===== config.mk =====
export PLATFORM = sky130hd
export DESIGN_NAME = cpu_fetch_unit_flat
export DESIGN_NICKNAME = d
export VERILOG_FILES = /design/src/rtl/cpu_fetch_unit_pkg.sv /design/src/rtl/cpu_fetch_unit_if.sv /design/src/rtl/cpu_fetch_unit_return_stack.sv /design/src/rtl/cpu_fetch_unit.sv /design/src/flat_wrapper.sv
export SDC_FILE = /design/constraint.sdc
export NUM_CORES = 1
export LEC_CHECK = 0
export CORE_ASPECT_RATIO = 2
export CORE_MARGIN = 5
export CORE_UTILIZATION = 49
export CTS_CLUSTER_SIZE = 16
export DETAILED_ROUTE_END_ITERATION = 12
export PLACE_DENSITY = 0.8
export SLEW_MARGIN = 10
export SYNTH_ARGS = -nofsm -noshare
export SYNTH_HDL_FRONTEND = slang
export SYNTH_HIERARCHICAL = 1
export SYNTH_SLANG_ARGS = --single-unit

===== constraint.sdc =====
create_clock -name clk -period 3.1 [get_ports clk]
set_input_delay 0.775 -clock clk [delete_from_list [all_inputs] [get_ports clk]]
set_output_delay 0.775 -clock clk [all_outputs]
set_load 0.01 [all_outputs]

===== src/rtl/cpu_fetch_unit_pkg.sv =====
// Shared definitions for the instruction-fetch unit: FSM encoding,
// control opcodes, default NOP word and a stack pointer sizing helper.
package cpu_fetch_unit_pkg;

    typedef enum logic [1:0] {
        ST_BOOT  = 2'd0,
        ST_FETCH = 2'd1,
        ST_ISSUE = 2'd2
    } fetch_state_t;

    // ctrl_op encodings; codes 6 and 7 behave as OP_SEQ
    localparam logic [2:0] OP_SEQ      = 3'd0;
    localparam logic [2:0] OP_SKIP     = 3'd1;
    localparam logic [2:0] OP_GOTO     = 3'd2;
    localparam logic [2:0] OP_CALL     = 3'd3;
    localparam logic [2:0] OP_RETURN   = 3'd4;
    localparam logic [2:0] OP_ALU_LOAD = 3'd5;

    localparam logic [11:0] DEFAULT_NOP_WORD = 12'h000;

    // A one-entry stack still needs a one-bit pointer register
    function automatic int ptr_bits(input int depth);
        return (depth > 1) ? $clog2(depth) : 1;
    endfunction

endpackage


===== src/rtl/cpu_fetch_unit_if.sv =====
// Bus bundle between program ROM, the fetch unit and the control FSM.
//
// Handshakes:
//  ROM side: the fetch unit raises rom_req with rom_addr and holds both
//  stable until it samples rom_ack=1 on a rising edge; rom_data is taken
//  in that same cycle. rom_ack while rom_req=0 has no effect.
//  Control side: instr_out is valid while instr_vld=1 and stays put until
//  control samples it with ctrl_acc=1; ctrl_op/alu_data are only looked at
//  in that accepting cycle.
interface cpu_fetch_unit_if #(
    parameter int PC_WIDTH    = 9,
    parameter int INSTR_WIDTH = 12,
    parameter int CALL_WIDTH  = 8
);
    logic                   rom_req;
    logic [PC_WIDTH-1:0]    rom_addr;
    logic                   rom_ack;
    logic [INSTR_WIDTH-1:0] rom_data;
    logic [INSTR_WIDTH-1:0] instr_out;
    logic                   instr_vld;
    logic                   ctrl_acc;
    logic [2:0]             ctrl_op;
    logic [CALL_WIDTH-1:0]  alu_data;
    logic                   flush;

    modport master (
        output rom_req, rom_addr, instr_out, instr_vld,
        input  rom_ack, rom_data, ctrl_acc, ctrl_op, alu_data, flush
    );

    modport slave (
        input  rom_req, rom_addr, instr_out, instr_vld,
        output rom_ack, rom_data, ctrl_acc, ctrl_op, alu_data, flush
    );
endinterface


===== src/rtl/cpu_fetch_unit_return_stack.sv =====
// Circular hardware return stack. Pushing while full overwrites the oldest
// entry; popping while empty still returns the entry below the pointer.
// Both cases raise sticky flags that flag_clr clears (a set wins).
module cpu_fetch_unit_return_stack
    import cpu_fetch_unit_pkg::*;
#(
    parameter int PC_WIDTH    = 9,
    parameter int STACK_DEPTH = 2
) (
    input  logic                               clk,
    input  logic                               rst,
    input  logic                               push,
    input  logic                               pop,
    input  logic                               flag_clr,
    input  logic [PC_WIDTH-1:0]                push_data,
    output logic [PC_WIDTH-1:0]                pop_data,
    output logic [$clog2(STACK_DEPTH+1)-1:0]   cnt,
    output logic                               ovf,
    output logic                               unf
);
    localparam int PTR_W = ptr_bits(STACK_DEPTH);
    localparam int CNT_W = $clog2(STACK_DEPTH + 1);
    localparam logic [PTR_W-1:0] LAST_PTR = PTR_W'(STACK_DEPTH - 1);
    localparam logic [CNT_W-1:0] FULL_CNT = CNT_W'(STACK_DEPTH);

    logic [PC_WIDTH-1:0] mem [STACK_DEPTH];
    logic [PTR_W-1:0]    ptr;
    logic [PTR_W-1:0]    ptr_inc;
    logic [PTR_W-1:0]    ptr_dec;
    logic                ovf_set;
    logic                unf_set;

    // Wrapped pointer neighbours and overflow/underflow detection
    always_comb begin
        ptr_inc = (ptr == LAST_PTR) ? '0 : ptr + 1'b1;
        ptr_dec = (ptr == '0) ? LAST_PTR : ptr - 1'b1;
        ovf_set = push && (cnt == FULL_CNT);
        unf_set = pop && (cnt == '0);
    end

    assign pop_data = mem[ptr_dec];

    // Entry storage, pointer, saturating count and sticky flags
    always_ff @(posedge clk or negedge rst) begin
        if (!rst) begin
            for (int i = 0; i < STACK_DEPTH; i++) begin
                mem[i] <= '0;
            end
            ptr <= '0;
            cnt <= '0;
            ovf <= 1'b0;
            unf <= 1'b0;
        end else begin
            if (push) begin
                mem[ptr] <= push_data;
                ptr      <= ptr_inc;
                if (cnt != FULL_CNT) begin
                    cnt <= cnt + 1'b1;
                end
            end else if (pop) begin
                ptr <= ptr_dec;
                if (cnt != '0) begin
                    cnt <= cnt - 1'b1;
                end
            end
            ovf <= ovf_set || (ovf && !flag_clr);
            unf <= unf_set || (unf && !flag_clr);
        end
    end
endmodule


===== src/rtl/cpu_fetch_unit.sv =====
// Instruction-fetch unit: PC, instruction register, NOP/skip insertion,
// ROM req/ack handshake and valid/accept handoff to the control FSM.
module cpu_fetch_unit
    import cpu_fetch_unit_pkg::*;
#(
    parameter int                     PC_WIDTH     = 9,
    parameter int                     INSTR_WIDTH  = 12,
    parameter int                     STACK_DEPTH  = 2,
    parameter int                     LIT_WIDTH    = 9,
    parameter int                     CALL_WIDTH   = 8,
    parameter logic [PC_WIDTH-1:0]    RESET_VECTOR = 9'h1FF,
    parameter logic [INSTR_WIDTH-1:0] NOP_WORD     = DEFAULT_NOP_WORD
) (
    input  logic                             clk,
    input  logic                             rst,
    cpu_fetch_unit_if.master                 bus,
    input  logic                             flag_clr,
    output logic [PC_WIDTH-1:0]              pc_out,
    output logic [$clog2(STACK_DEPTH+1)-1:0] stack_cnt,
    output logic                             stk_ovf,
    output logic                             stk_unf,
    output fetch_state_t                     fsm_state
);
    fetch_state_t           state;
    logic [PC_WIDTH-1:0]    pc;
    logic [PC_WIDTH-1:0]    pc_next;
    logic [INSTR_WIDTH-1:0] ir;
    logic                   rom_req_q;
    logic                   instr_vld_q;
    logic                   nop_pending;
    logic                   accept;
    logic                   push;
    logic                   pop;
    logic [PC_WIDTH-1:0]    pop_data;

    assign bus.rom_req   = rom_req_q;
    assign bus.rom_addr  = pc;
    assign bus.instr_out = ir;
    assign bus.instr_vld = instr_vld_q;
    assign pc_out        = pc;
    assign fsm_state     = state;

    // Next-PC mux for the op control applies when it accepts an instruction
    always_comb begin
        accept  = (state == ST_ISSUE) && bus.ctrl_acc;
        push    = accept && (bus.ctrl_op == OP_CALL);
        pop     = accept && (bus.ctrl_op == OP_RETURN);
        pc_next = pc;
        case (bus.ctrl_op)
            OP_SEQ:      pc_next = pc;
            OP_GOTO:     pc_next = PC_WIDTH'(ir[LIT_WIDTH-1:0]);
            OP_CALL:     pc_next = PC_WIDTH'(ir[CALL_WIDTH-1:0]);
            OP_RETURN:   pc_next = pop_data;
            OP_ALU_LOAD: pc_next = PC_WIDTH'(bus.alu_data);
            default:     pc_next = pc;
        endcase
    end

    // pc already points past the instruction in ISSUE, so it is the return address
    cpu_fetch_unit_return_stack #(
        .PC_WIDTH   (PC_WIDTH),
        .STACK_DEPTH(STACK_DEPTH)
    ) u_stack (
        .clk      (clk),
        .rst      (rst),
        .push     (push),
        .pop      (pop),
        .flag_clr (flag_clr),
        .push_data(pc),
        .pop_data (pop_data),
        .cnt      (stack_cnt),
        .ovf      (stk_ovf),
        .unf      (stk_unf)
    );

    // Fetch/issue FSM with registered handshake outputs, PC, IR and NOP marker
    always_ff @(posedge clk or negedge rst) begin
        if (!rst) begin
            state       <= ST_BOOT;
            pc          <= RESET_VECTOR;
            ir          <= NOP_WORD;
            rom_req_q   <= 1'b0;
            instr_vld_q <= 1'b0;
            nop_pending <= 1'b0;
        end else begin
            case (state)
                ST_BOOT: begin
                    state     <= ST_FETCH;
                    rom_req_q <= 1'b1;
                end
                ST_FETCH: begin
                    if (rom_req_q && bus.rom_ack) begin
                        // a flush arriving with the ack already targets this word
                        ir          <= (nop_pending || bus.flush) ? NOP_WORD : bus.rom_data;
                        nop_pending <= 1'b0;
                        pc          <= pc + 1'b1;
                        rom_req_q   <= 1'b0;
                        instr_vld_q <= 1'b1;
                        state       <= ST_ISSUE;
                    end else if (bus.flush) begin
                        nop_pending <= 1'b1;
                    end
                end
                ST_ISSUE: begin
                    if (bus.ctrl_acc) begin
                        pc          <= pc_next;
                        instr_vld_q <= 1'b0;
                        rom_req_q   <= 1'b1;
                        state       <= ST_FETCH;
                        if ((bus.ctrl_op == OP_SKIP) || bus.flush) begin
                            nop_pending <= 1'b1;
                        end
                    end else if (bus.flush) begin
                        ir <= NOP_WORD;
                    end
                end
                default: begin
                    state       <= ST_BOOT;
                    rom_req_q   <= 1'b0;
                    instr_vld_q <= 1'b0;
                end
            endcase
        end
    end
endmodule


===== src/flat_wrapper.sv =====
// flat-port wrapper written by rule: the top's interface ports become plain ports
module cpu_fetch_unit_flat import cpu_fetch_unit_pkg::*;
#(
    parameter int                     PC_WIDTH     = 9,
    parameter int                     INSTR_WIDTH  = 12,
    parameter int                     STACK_DEPTH  = 2,
    parameter int                     LIT_WIDTH    = 9,
    parameter int                     CALL_WIDTH   = 8,
    parameter logic [PC_WIDTH-1:0]    RESET_VECTOR = 9'h1FF,
    parameter logic [INSTR_WIDTH-1:0] NOP_WORD     = DEFAULT_NOP_WORD
)
  (clk, rst, flag_clr, pc_out, stack_cnt, stk_ovf, stk_unf, fsm_state, bus_rom_req, bus_rom_addr, bus_instr_out, bus_instr_vld, bus_rom_ack, bus_rom_data, bus_ctrl_acc, bus_ctrl_op, bus_alu_data, bus_flush);
  cpu_fetch_unit_if #(.PC_WIDTH(PC_WIDTH), .INSTR_WIDTH(INSTR_WIDTH), .CALL_WIDTH(CALL_WIDTH)) bus_i ();
  input  logic clk;
  input  logic rst;
  input  logic flag_clr;
  output logic [PC_WIDTH-1:0] pc_out;
  output logic [$clog2(STACK_DEPTH+1)-1:0] stack_cnt;
  output logic stk_ovf;
  output logic stk_unf;
  output fetch_state_t fsm_state;
  output wire logic [$bits(bus_i.rom_req)-1:0] bus_rom_req;
  output wire logic [$bits(bus_i.rom_addr)-1:0] bus_rom_addr;
  output wire logic [$bits(bus_i.instr_out)-1:0] bus_instr_out;
  output wire logic [$bits(bus_i.instr_vld)-1:0] bus_instr_vld;
  input wire logic [$bits(bus_i.rom_ack)-1:0] bus_rom_ack;
  input wire logic [$bits(bus_i.rom_data)-1:0] bus_rom_data;
  input wire logic [$bits(bus_i.ctrl_acc)-1:0] bus_ctrl_acc;
  input wire logic [$bits(bus_i.ctrl_op)-1:0] bus_ctrl_op;
  input wire logic [$bits(bus_i.alu_data)-1:0] bus_alu_data;
  input wire logic [$bits(bus_i.flush)-1:0] bus_flush;
  assign bus_rom_req = bus_i.rom_req;
  assign bus_rom_addr = bus_i.rom_addr;
  assign bus_instr_out = bus_i.instr_out;
  assign bus_instr_vld = bus_i.instr_vld;
  assign bus_i.rom_ack = bus_rom_ack;
  assign bus_i.rom_data = bus_rom_data;
  assign bus_i.ctrl_acc = bus_ctrl_acc;
  assign bus_i.ctrl_op = bus_ctrl_op;
  assign bus_i.alu_data = bus_alu_data;
  assign bus_i.flush = bus_flush;
  cpu_fetch_unit #(.PC_WIDTH(PC_WIDTH), .INSTR_WIDTH(INSTR_WIDTH), .STACK_DEPTH(STACK_DEPTH), .LIT_WIDTH(LIT_WIDTH), .CALL_WIDTH(CALL_WIDTH), .RESET_VECTOR(RESET_VECTOR), .NOP_WORD(NOP_WORD)) u_core (.clk(clk), .rst(rst), .bus(bus_i), .flag_clr(flag_clr), .pc_out(pc_out), .stack_cnt(stack_cnt), .stk_ovf(stk_ovf), .stk_unf(stk_unf), .fsm_state(fsm_state));
endmodule

==> summary by stage, run 1 <==
STA
Setup repair after global routing left no endpoint under its margin. The fmax is 409.4 MHz. The number of hold violations in the final report is 0. The final number of max-transition violations is 0. The slack of the critical path is 657.3 ps. The max-slew headroom at the worst pin is 32.54%. Clock skew on the completed layout was measured at 4.570 ps.

The ratio of final minimum period to clock period is 78.80%. The transition at the pin with the smallest max-transition slack is 1012 ps. Adding up every negative setup slack in the final design gives 0 ps. Setup violations remaining at the end of the flow were counted as 0. The worst path needs 2443 ps of the cycle, external delays included.

Run status
The run finished with clean final reports.

Cells and area
The most common library cell in the layout ignoring fill and taps is clkdlybuf4s50_1. The post-route cell area is 3327 µm². The final standard cell utilization of the core is 64.74%. The total number of nets in the final design is 322. The fraction of final layout cells with drive strength greater than 1 is 20.42%. The number of antenna diodes in the final layout is 0.

For this run, the number of standard cells in the final layout without fillers is 347. In the layout the commonest cells are clkdlybuf4s50_1 (65), dfrtp_1 (39), mux2_2 (20), nand2_1 (14), a22o_1 (14). Fill cells in the final layout number 417. The layout overhead on the synthesized area is 27.71%.

CTS
The TritonCTS clock tree is yes. The clock-pin transition on the worst setup and hold timing paths is 80 ps. The post-CTS resize count is 0. The clock buffer count from CTS is 5. The number of hold-repair buffers added at the cts stage is 0. The number of H-tree levels is 2. The count of clock tree sinks is 48. The clock passes through at most 2 buffers. The number of setup buffers added after CTS is 0. The library cell used as clock root buffer is clkbuf_8.

At the later pin of the worst-skew pair, clock insertion delay measures 300 ps.

Die
The floorplan has 37 rows. The die is 113.1 µm tall. 67 I/O pins were placed. The core box area is 5139 µm². The effective utilization at floorplan is 50.69%. The floorplan step set the die width to 61.56 µm.

The overall die area is 6963 µm².

Yosys
The synthesized instance count is 233. The sequential area share after synthesis is 46.54%. For this run, asynchronously set or reset flops after synthesis account for 100.0%.

The net count of the mapped netlist is 266. During synthesis, Yosys emitted a total of 6 warnings. For this run, the leading register cell type out of synthesis is dfrtp_1.

After synthesis the netlist holds a flip-flop and latch count of 48. After synthesis, the netlist uses 49 different library cells. The number of synthesized flops with an enable pin is 0. The synthesized area is 2605 µm².

A synthesized cell averages 11.18 µm².

Setup path
The largest single stage delay on the critical path is 460 ps. The critical path data arrival time is 2630 ps. The critical path is of the reg2reg type. The maximum fanout count along the critical path is 15. The critical path required time is 3280 ps. The critical path goes through inv_1 > ha_1 > nand2_1 > and4bb_2 > nor2b_4 > mux2_4. The startpoint kind of the worst setup timing path is a flip-flop. The nature of the critical path endpoint is a flip-flop. The highest-delay cell along the critical path is dfrtp_1.

Global routing
Global routing consumed, over all layers together, 19.62% of the routing resources. The number of global-route vias before repair was 2166. The wire length of the first global-routing pass is 10480 µm. The initial antenna violation count was 0. Entering global routing, the biggest net connects 47 pins.

The total overflow left after global routing is 0.

Routing
Detailed routing placed a total of 223 µm of wire on met3. The remaining routing DRC violations is 0. The first TritonRoute pass finished after 4 iterations. The final layout contains routed wiring with a total length of 6165 µm. In the final routing, the length of wire on met1 measures 2276 µm.

The number of design-rule violations left by the first detailed-router iteration is 71. The routed design uses 3447 µm of met2 wire. The count of nets left with antenna violations once routing finished came out at 0.

Signal routing reaches up to met4. Using the TritonRoute via totals, the vias-per-cell ratio works out to 5.888. The detailed-route via count is 2043. The average detailed-routed wire length per instance is 17.77 µm.

Power and ir drop
The fraction of power spent switching nets is 36.13%. Cell internal power was estimated by the tool at 1.798 mW. VDD sags by at most 0.7635 mV.

The switching component of the power is 1.017 mW. The clock network burns 13.9% of the power. The power density relative to cell area is 846.1 nW/µm². Combinational logic is responsible for 45.6% of the overall power. The leakage power total is 1.406 nW. Registers are responsible for 40.5% of the overall power.

Worst hold path
The path category of the worst min-delay check is reg2reg.

Placed design
The instance count after placement with tap cells included is 340. The detailed placement HPWL is 4691 µm. Port buffering added 66 buffers. Before CTS, the worst setup slack after placement is 388.7 ps. Routability-driven placement finished with a final weighted congestion of 0.8420. Once placement finished, the instance area stood at 3231 µm².

Run
Max-cap violations in this run came to 0.
[power groups by stage]
stage,clock (mW),sequential [mW],combinational (mW)
2_1_floorplan,0,1.13,0.746
3_3_place_gp,0,1.15,1.26
3_5_place_dp,0,1.15,1.28
4_1_cts,0.402,1.15,1.29
5_1_grt,0.425,1.19,1.39
6_report,0.392,1.14,1.28
[stage by stage]
| stage | hold WS (ps) | power [mW] |
|---|---|---|
| final | 508.1 | 2.815 |
| after global routing | 533.7 | 3.002 |
| after CTS | 513.3 | 2.835 |
| after detailed placement | 491.2 | 2.435 |
| after global placement | 482.7 | 2.403 |
| after floorplan | 475.4 | 1.880 |
[metal layers]
metal / global-route usage, % / up-vias
met5: 0 / -
li1: - / 956
met3: 2.626 / 17
met4: 7.649 / 0
met2: 34.50 / 64
met1: 22.87 / 1006
[worst paths after layout]
check	start	endpoint	slack, ps	cells after the start
max in group asynchronous	rst	u_core/bus.rom_addr[3]$_DFFE_PN1P_	1730	2
hold / removal	u_core/bus.instr_vld$_DFFE_PN0P_	u_core/bus.instr_vld$_DFFE_PN0P_	510	1
hold reg to reg	u_core/bus.instr_vld$_DFFE_PN0P_	u_core/bus.instr_vld$_DFFE_PN0P_	510	1
min in group asynchronous	rst	u_core/bus.instr_out[1]$_DFFE_PN0P_	640	1
setup reg to reg	u_core/fsm_state[0]$_DFFE_PN0P_	u_core/u_stack/mem[13]$_DFFE_PN0P_	660	6
setup / recovery	u_core/fsm_state[0]$_DFFE_PN0P_	u_core/u_stack/mem[13]$_DFFE_PN0P_	660	6
[registers in the layout, indices dropped and copies added, names as in the netlist]
signal,count
u_core/u_stack/ovf,1
u_core/u_stack/unf,1
u_core/u_stack/cnt,2
u_core/fsm_state,2
u_core/bus.instr_out,12
u_core/bus.rom_addr,9
u_core/u_stack/ptr,1
u_core/bus.instr_vld,1
u_core/nop_pending,1
u_core/u_stack/mem,18
[Yosys cell counts, drive strengths merged (2+ instances only)]
master	count	share of area, %
a211oi	2	0.58
a21oi	9	1.7
a22o	14	4.7
a31oi	4	0.96
and4bb	2	0.96
buf	16	4.6
clkbuf	5	0.72
dfrtp	39	37
dfstp	9	9.1
ha	4	1.9
inv	10	1.4
mux2	29	14
mux2i	5	1.9
nand2	15	2.3
nand2b	4	0.96
nand3	7	1.3
nor2	8	1.2
nor2b	5	1.5
nor3	3	0.58
nor3b	2	0.58
o2111ai	2	0.91
o211ai	2	0.58
o21ai	11	2.1
o311ai	2	0.67
o32a	3	1.2
or3	3	0.72
or4	2	0.58
[worst max-delay path, delay by kind of cell, from the launching register on]
kind	cells	cell delay, ps
DFF	1	460
and+or+nand+nor	3	1000
buffers and inverters	1	110
adders and majority gates	1	420
muxes	1	340
[cells by family (layout without fill, tap and decap cells)]
group	count (synthesis)	in the layout	share of synthesized area [%]
flops	48	48	46.54
simple gates	56	56	11.96
buf+inv	31	87	6.772
xor+xnor	2	2	0.6726
mux	34	34	15.75
fa+ha+maj	4	4	1.921
compound gates	58	58	16.38
[layout make-up]
type	instances	area [µm²]	share of cell area, %
inverter	10	37.54	1.128
multi-input combinational	154	1222	36.74
timing repair buffer	70	685.7	20.61
sequential	48	1212	36.44
clock buffer	7	96.34	2.896
tap	58	72.57	2.181
Note: power is estimated with default switching activity, not from simulation.
==> run 2, diff against run 1 <==
--- a/config.mk
+++ b/config.mk
@@ -7,10 +7,10 @@
 export LEC_CHECK = 0
 export CORE_ASPECT_RATIO = 2
 export CORE_MARGIN = 5
-export CORE_UTILIZATION = 49
+export CORE_UTILIZATION = 44
 export CTS_CLUSTER_SIZE = 16
 export DETAILED_ROUTE_END_ITERATION = 12
-export PLACE_DENSITY = 0.8
+export PLACE_DENSITY = 0.76
 export SLEW_MARGIN = 10
 export SYNTH_ARGS = -nofsm -noshare
 export SYNTH_HDL_FRONTEND = slang
==> constraint.sdc (replaced) <==
create_clock -name clk -period 2.1 [get_ports clk]
set_input_delay 0.525 -clock clk [delete_from_list [all_inputs] [get_ports clk]]
set_output_delay 0.525 -clock clk [all_outputs]
set_load 0.01 [all_outputs]
==> summary by stage, run 2 (synthesis results as in run 1) <==
Cells and area
From synthesis to final layout, the design area changed by 39.53%. The number of inserted diodes is 0. Leaving out fill and tap cells, the most frequent cell in the layout is clkdlybuf4s50_1. The total number of nets in the final design is 348. The post-route netlist has 28.16% of its cells at a drive strength greater than 1. The register with the most flip-flops in the layout has 18 of them.

Once layout is done, the placed cells without fillers occupy 3635 µm². The most flop-heavy register is u_core/u_stack/mem. The final standard cell utilization of the core is 63.12%. In the layout the commonest cells are clkdlybuf4s50_1 (65), dfrtp_1 (38), buf_4 (28), mux2_2 (20), a22o_1 (14).

Setup path
The critical path data arrival time is 1510 ps. The nature of the critical path endpoint is an output port. The count of buffer and inverter cells on the critical path is 2.

Traced cell by cell, the critical path runs through buf_4 > clkdlybuf4s50_1. The biggest cell delay along the critical path is 540 ps. The highest-delay cell along the critical path is clkdlybuf4s50_1. The critical path start-end classification is reg2out. The critical path required time is 1570 ps. The cell family contributing the most delay on the critical path is buffers and inverters. The maximum fanout count along the critical path is 8. The worst setup path is launched from a flip-flop.

Placed design
Input and output buffers added on the ports amount to 66. The cell area after placement is 3471 µm². The detailed placement HPWL is 5143 µm.

The routability congestion estimate from global placement is 0.8830.

STA
The final number of max-transition violations is 0. The transition at the pin with the smallest max-transition slack is 530.0 ps. The setup violation total in the final timing report is 0.

Static timing analysis puts the maximum clock frequency at 492.1 MHz. The final critical path time including I/O delays and setup is 2032 ps. The worst clock skew on the final layout is 5.977 ps.

Setup repair after global routing left no endpoint under its margin. The setup TNS is 0 ps. Of the available clock period, the critical path in the final layout requires 96.77%. In this run the tightest slew margin relative to its limit is 64.66%. The number of hold violations in the final report is 0.

Routing
The total length of routed wires is 6631 µm. In this run the remaining antenna-violating nets after routing total 0. Across all layers, the routed design uses 2104 vias. The first routing iteration left 66 violations. The number of iterations in the first detailed-routing pass is 4. The remaining routing DRC violations is 0. In the final routed layout, each cell accounts on average for 17.59 µm.

After detailed routing, the number of vias per cell comes to 5.581.

Global routing
The highest-utilization routing layer at the global route stage is met2. The total global routing overflow is 0. The met2 usage is 34.26%.

The maximum number of pins on one net before global-route repair is 23. The met1 track demand over resource is 19.77%. Global routing consumed, over all layers together, 18.23% of the routing resources. The number of global-route vias before repair is 2217. The initial antenna violation count is 0. The wire length of the first global-routing pass is 10910 µm. The met3 track utilization from global routing is 3.578%.

CTS
In this run, post-CTS repair resized a total of 0 instances. For this design, the sink count on the clock tree is 48. Buffers added to address setup during post-CTS repair amount to 0. The number of hold-repair buffers added at the cts stage is 0. The clock buffer count from CTS is 5. The number of H-tree levels is 2. The clock-pin transition on the worst setup and hold timing paths is 60 ps. The later pin in the worst-skew pair is clocked with a latency of 290 ps. The buffer levels on the longest clock path is 2. TritonCTS built the clock tree.

The library cell used as clock root buffer is clkbuf_16.

Power and ir drop
Combinational logic burns 45.8% of the power. The leakage power total is 1.567 nW. The fraction of power consumed by sequential logic is 35.3%. The design draws 4.702 mW.

The proportion of power drawn by the clock network is 18.9%. The worst-case vdd ir drop is 0.8176 mV. The power density relative to cell area is 1294 nW/µm². The analysis attributes to net switching a power of 1.612 mW. The internal portion of the total power is 3.090 mW. Net switching is 34.29% of the power.

Run
Max-cap violations in this run came to 0.

Run status
The flow ran to the end, and the final reports show no timing, DRC or antenna violations.

Die
In this run the vertical extent of the chip is 118.8 µm. The top-level port count is 67. The effective utilization at floorplan is 45.24%. The width of the die is 64.41 µm. The core box area is 5758 µm².

The floorplan has 39 rows. The floorplan step defined a die boundary enclosing 7652 µm².

Worst hold path
The path category of the worst min-delay check is in2async.
run 2: cell count changes in the layout (fill, tap and decap cells not counted), moves of 2 or more:
| cell | delta |
|---|---|
| clkbuf_16 | +5 |
| buf_12 | +2 |
| buf_4 | +24 |
| clkbuf_8 | -7 |
run 2: per-layer routing:
metal / wire, µm / up-vias / share of wire, %
li1: - / 1014 / -
met1: 2484 / 1033 / 37
met2: 3830 / 51 / 58
met3: 220 / 6 / 3.3
met4: 95 / 0 / 1.4
met5: 0 / - / 0
run 2: cell type report:
class                   instances  area, µm²
flip-flops and latches         48       1214
clock inverters                 2      35.03
repair buffers                 96      905.9
inverters                      10      37.54
fillers                       490       2123
multi-input cells             154       1237
well taps                      61      76.32
clock buffers                   6      128.9
run 2: power by group through the flow:
stage / registers, mW / clock network [mW] / logic (mW)
after floorplan: 1.68 / 0 / 1.13
after global placement: 1.66 / 0 / 2.12
after detailed placement: 1.68 / 0 / 2.16
after CTS: 1.66 / 0.912 / 2.17
after global routing: 1.71 / 0.953 / 2.32
final: 1.66 / 0.890 / 2.15
run 2: per-stage QoR:
stage          setup slack [ps]  hold WS (ps)  std cells
6_report                  67.85         213.6        377
5_1_grt                   16.30         255.1        377
4_1_cts                   48.76         221.5        377
3_5_place_dp             -111.0         489.8        369
3_3_place_gp             -80.36         483.0        369
2_1_floorplan             2.291         229.4        233
run 2: worst register-to-register path, cell delays in order (launching register included):
cell	delay [ps]
dfrtp_2	460
inv_2	100
ha_4	210
nand2_2	70
and4bb_2	300
nor2b_4	160
buf_12	150
mux2_4	310
run 2: path summary, 6_finish.rpt:
path / cells after the start / end / slack (ps) / from
worst max-delay path: 2 / pc_out[0] / 70 / u_core/bus.rom_addr[0]$_DFFE_PN1P_
worst min-delay path: 1 / u_core/bus.instr_out[2]$_DFFE_PN0P_ / 210 / rst
worst max register to register: 7 / u_core/u_stack/mem[10]$_DFFE_PN0P_ / 220 / u_core/fsm_state[0]$_DFFE_PN0P_
worst min register to register: 1 / u_core/u_stack/mem[1]$_DFFE_PN0P_ / 500 / u_core/u_stack/mem[1]$_DFFE_PN0P_
max in group asynchronous: 2 / u_core/bus.rom_addr[6]$_DFFE_PN1P_ / 1320 / rst
min in group clk: 1 / u_core/u_stack/mem[1]$_DFFE_PN0P_ / 500 / u_core/u_stack/mem[1]$_DFFE_PN0P_
==> run 3, diff against run 2 <==
--- a/config.mk
+++ b/config.mk
@@ -10,7 +10,7 @@
 export CORE_UTILIZATION = 44
 export CTS_CLUSTER_SIZE = 16
 export DETAILED_ROUTE_END_ITERATION = 12
-export PLACE_DENSITY = 0.76
+export PLACE_DENSITY = 0.85
 export SLEW_MARGIN = 10
 export SYNTH_ARGS = -nofsm -noshare
 export SYNTH_HDL_FRONTEND = slang
==> summary by stage, run 3 (synthesis results as in run 1) <==
Cells and area
Counting the fill cells in the layout gives 471. The total number of nets in the final design is 345. Leaving out fill and tap cells, the most frequent cell in the layout is clkdlybuf4s50_1. Measured on the finished design, the core utilization comes to 62.28%. The most flop-heavy register is u_core/u_stack/mem. The fraction of final layout cells with drive strength greater than 1 is 27.16%. The number of antenna diodes in the final layout is 0. The finished layout holds 374 standard cells, fillers aside. The library cells used most frequently in the layout, excluding fill and tap cells, are clkdlybuf4s50_1 (65), dfrtp_1 (38), buf_4 (25), mux2_2 (20), a22o_1 (14). Once layout is done, the placed cells without fillers occupy 3586 µm².

The layout overhead on the synthesized area is 37.66%. The register with the most flip-flops in the layout has 18 of them.

CTS
The TritonCTS clock tree is yes. The latest clock arrival within the worst-skew pair is 290 ps. The post-CTS resize count is 0.

Counting the buffers created by CTS gives 5. The library cell used as clock root buffer is clkbuf_16. The count of clock tree sinks is 48. The clock passes through at most 2 buffers. CTS built an H-tree with a depth of 2. Clock-pin slew was measured on the worst setup and hold paths at 60 ps.

The number of hold-repair buffers added at the cts stage is 0. The number of buffers inserted by post-CTS setup repair is 0.

Global routing
The first global-routing pass estimated 11170 µm of wire. The maximum number of pins on one net before global-route repair is 49. The initial antenna violation count came to 0. The number of global-route vias before repair is 2294. Global routing finished with a remaining overflow of 0. The combined global-route utilization of all metal layers is 18.58%.

Setup path
STA classifies the critical path endpoint as an output port. The critical path required time is 1570 ps. The largest single stage delay on the critical path is 530 ps. The startpoint kind of the worst setup timing path is a flip-flop. Among all stages on the critical path, the largest delay is contributed by dfstp_2. Traced cell by cell, the critical path runs through buf_4 > clkdlybuf4s50_1.

In this run the worst path has a maximum fanout of 7. The cell type group with the largest total delay on the critical path is buffers and inverters. The critical path data arrival time is 1490 ps. The count of buffer and inverter cells on the critical path is 2.

The critical path start-end classification is reg2out.

STA
Clock skew on the completed layout was measured at 3.080 ps. The slack of the critical path is 83.60 ps. Setup repair after global routing left no endpoint under its margin. The ratio of final minimum period to clock period is 96.02%. The final number of max-transition violations is 0. The number of hold violations in the final report is 0. The setup violation total in the final timing report is 0. Hold is met by 207.2 ps. The final critical path time including I/O delays and setup is 2016 ps.

The setup TNS is 0 ps. Headroom to the max-slew limit came out at 70.79%. For this run, the top clock speed supported by timing is 495.9 MHz.

For the pin with the worst max-slew slack, the measured transition is 438.2 ps.

Placed design
The detailed placement HPWL is 5123 µm. The pre-CTS worst setup slack is -119.4 ps. After detailed placement, the design holds a cell count of 366.

The routability congestion estimate from global placement is 0.8833. After detailed placement, the total cell area comes to 3448 µm². The number of input and output port buffers inserted is 66.

Routing
Across all layers, the routed design uses 2142 vias. The number of nets still failing antenna checks after routing is 0. The total length of routed wires is 6636 µm. The number of design-rule violations left by the first detailed-router iteration is 111. The remaining routing DRC violations is 0.

The number of vias per cell after detailed routing is 5.727. The first detailed-routing pass ran for 4 iterations. The average detailed-routed wire length per instance is 17.74 µm.

Die
In this run the vertical extent of the chip is 118.8 µm. The effective utilization at floorplan is 45.24%. The width of the die is 64.41 µm. During I/O placement, the number of pins put on the boundary was 67.

The core region is 5758 µm². The initialized floorplan defines 39 standard-cell rows. The die covers 7652 µm².

Power and ir drop
Summed over all cells, the static leakage comes to 1.539 nW. Dividing total power by cell area gives a power density of 1273 nW/µm². The worst-case vdd ir drop is 0.9017 mV.

Total power for the finished layout comes to 4.565 mW.

Worst hold path
The min-delay analysis places its worst path in the category in2async.

Run
The total of max-cap violations is 0.

Run status
The run finished with clean final reports.
-- run 3: cell count changes in the layout (fill, tap and decap cells not counted), sizes merged --
| cell | previous run | this run |
|---|---|---|
| buf | 31 | 28 |
| bufinv | 1 | 0 |
| clkbuf | 6 | 7 |
-- run 3: area by class of cell --
| cell class | count | area (µm²) | share of cell area (%) |
|---|---|---|---|
| multi-input combinational | 154 | 1237 | 34.51 |
| sequential | 48 | 1214 | 33.84 |
| timing repair buffer | 93 | 883.3 | 24.63 |
| clock buffer | 7 | 132.6 | 3.699 |
| tap | 61 | 76.32 | 2.128 |
| inverter | 10 | 37.54 | 1.047 |
| clock inverter | 1 | 5.005 | 0.1396 |
-- run 3: path summary, 6_finish.rpt --
check,from,to,slack (ps),cells past startpoint
setup / recovery,u_core/bus.rom_addr[1]$_DFFE_PN1P_,pc_out[1],80,2
hold / removal,rst,u_core/u_stack/mem[0]$_DFFE_PN0P_,210,2
setup reg to reg,u_core/bus.rom_addr[0]$_DFFE_PN1P_,u_core/bus.rom_addr[8]$_DFFE_PN1P_,150,5
hold reg to reg,u_core/u_stack/mem[3]$_DFFE_PN0P_,u_core/u_stack/mem[3]$_DFFE_PN0P_,500,1
max in group asynchronous,rst,u_core/bus.rom_addr[8]$_DFFE_PN1P_,1610,2
min in group clk,u_core/u_stack/mem[3]$_DFFE_PN0P_,u_core/u_stack/mem[3]$_DFFE_PN0P_,500,1
-- run 3: layer usage --
metal	GRT usage [%]	wire length (µm)	share of wire, %
met3	3.955	270	4.1
met5	0	0	0
met1	19.44	2404	36
met4	10.99	330	5.0
met2	33.16	3630	55
-- run 3: report_power, final --
part / total [mW] / switching, mW / internal (mW)
registers: 1.67 / 0.368 / 1.31
clock network: 0.764 / 0.324 / 0.440
logic: 2.13 / 0.914 / 1.21
total: 4.57 / 1.61 / 2.96
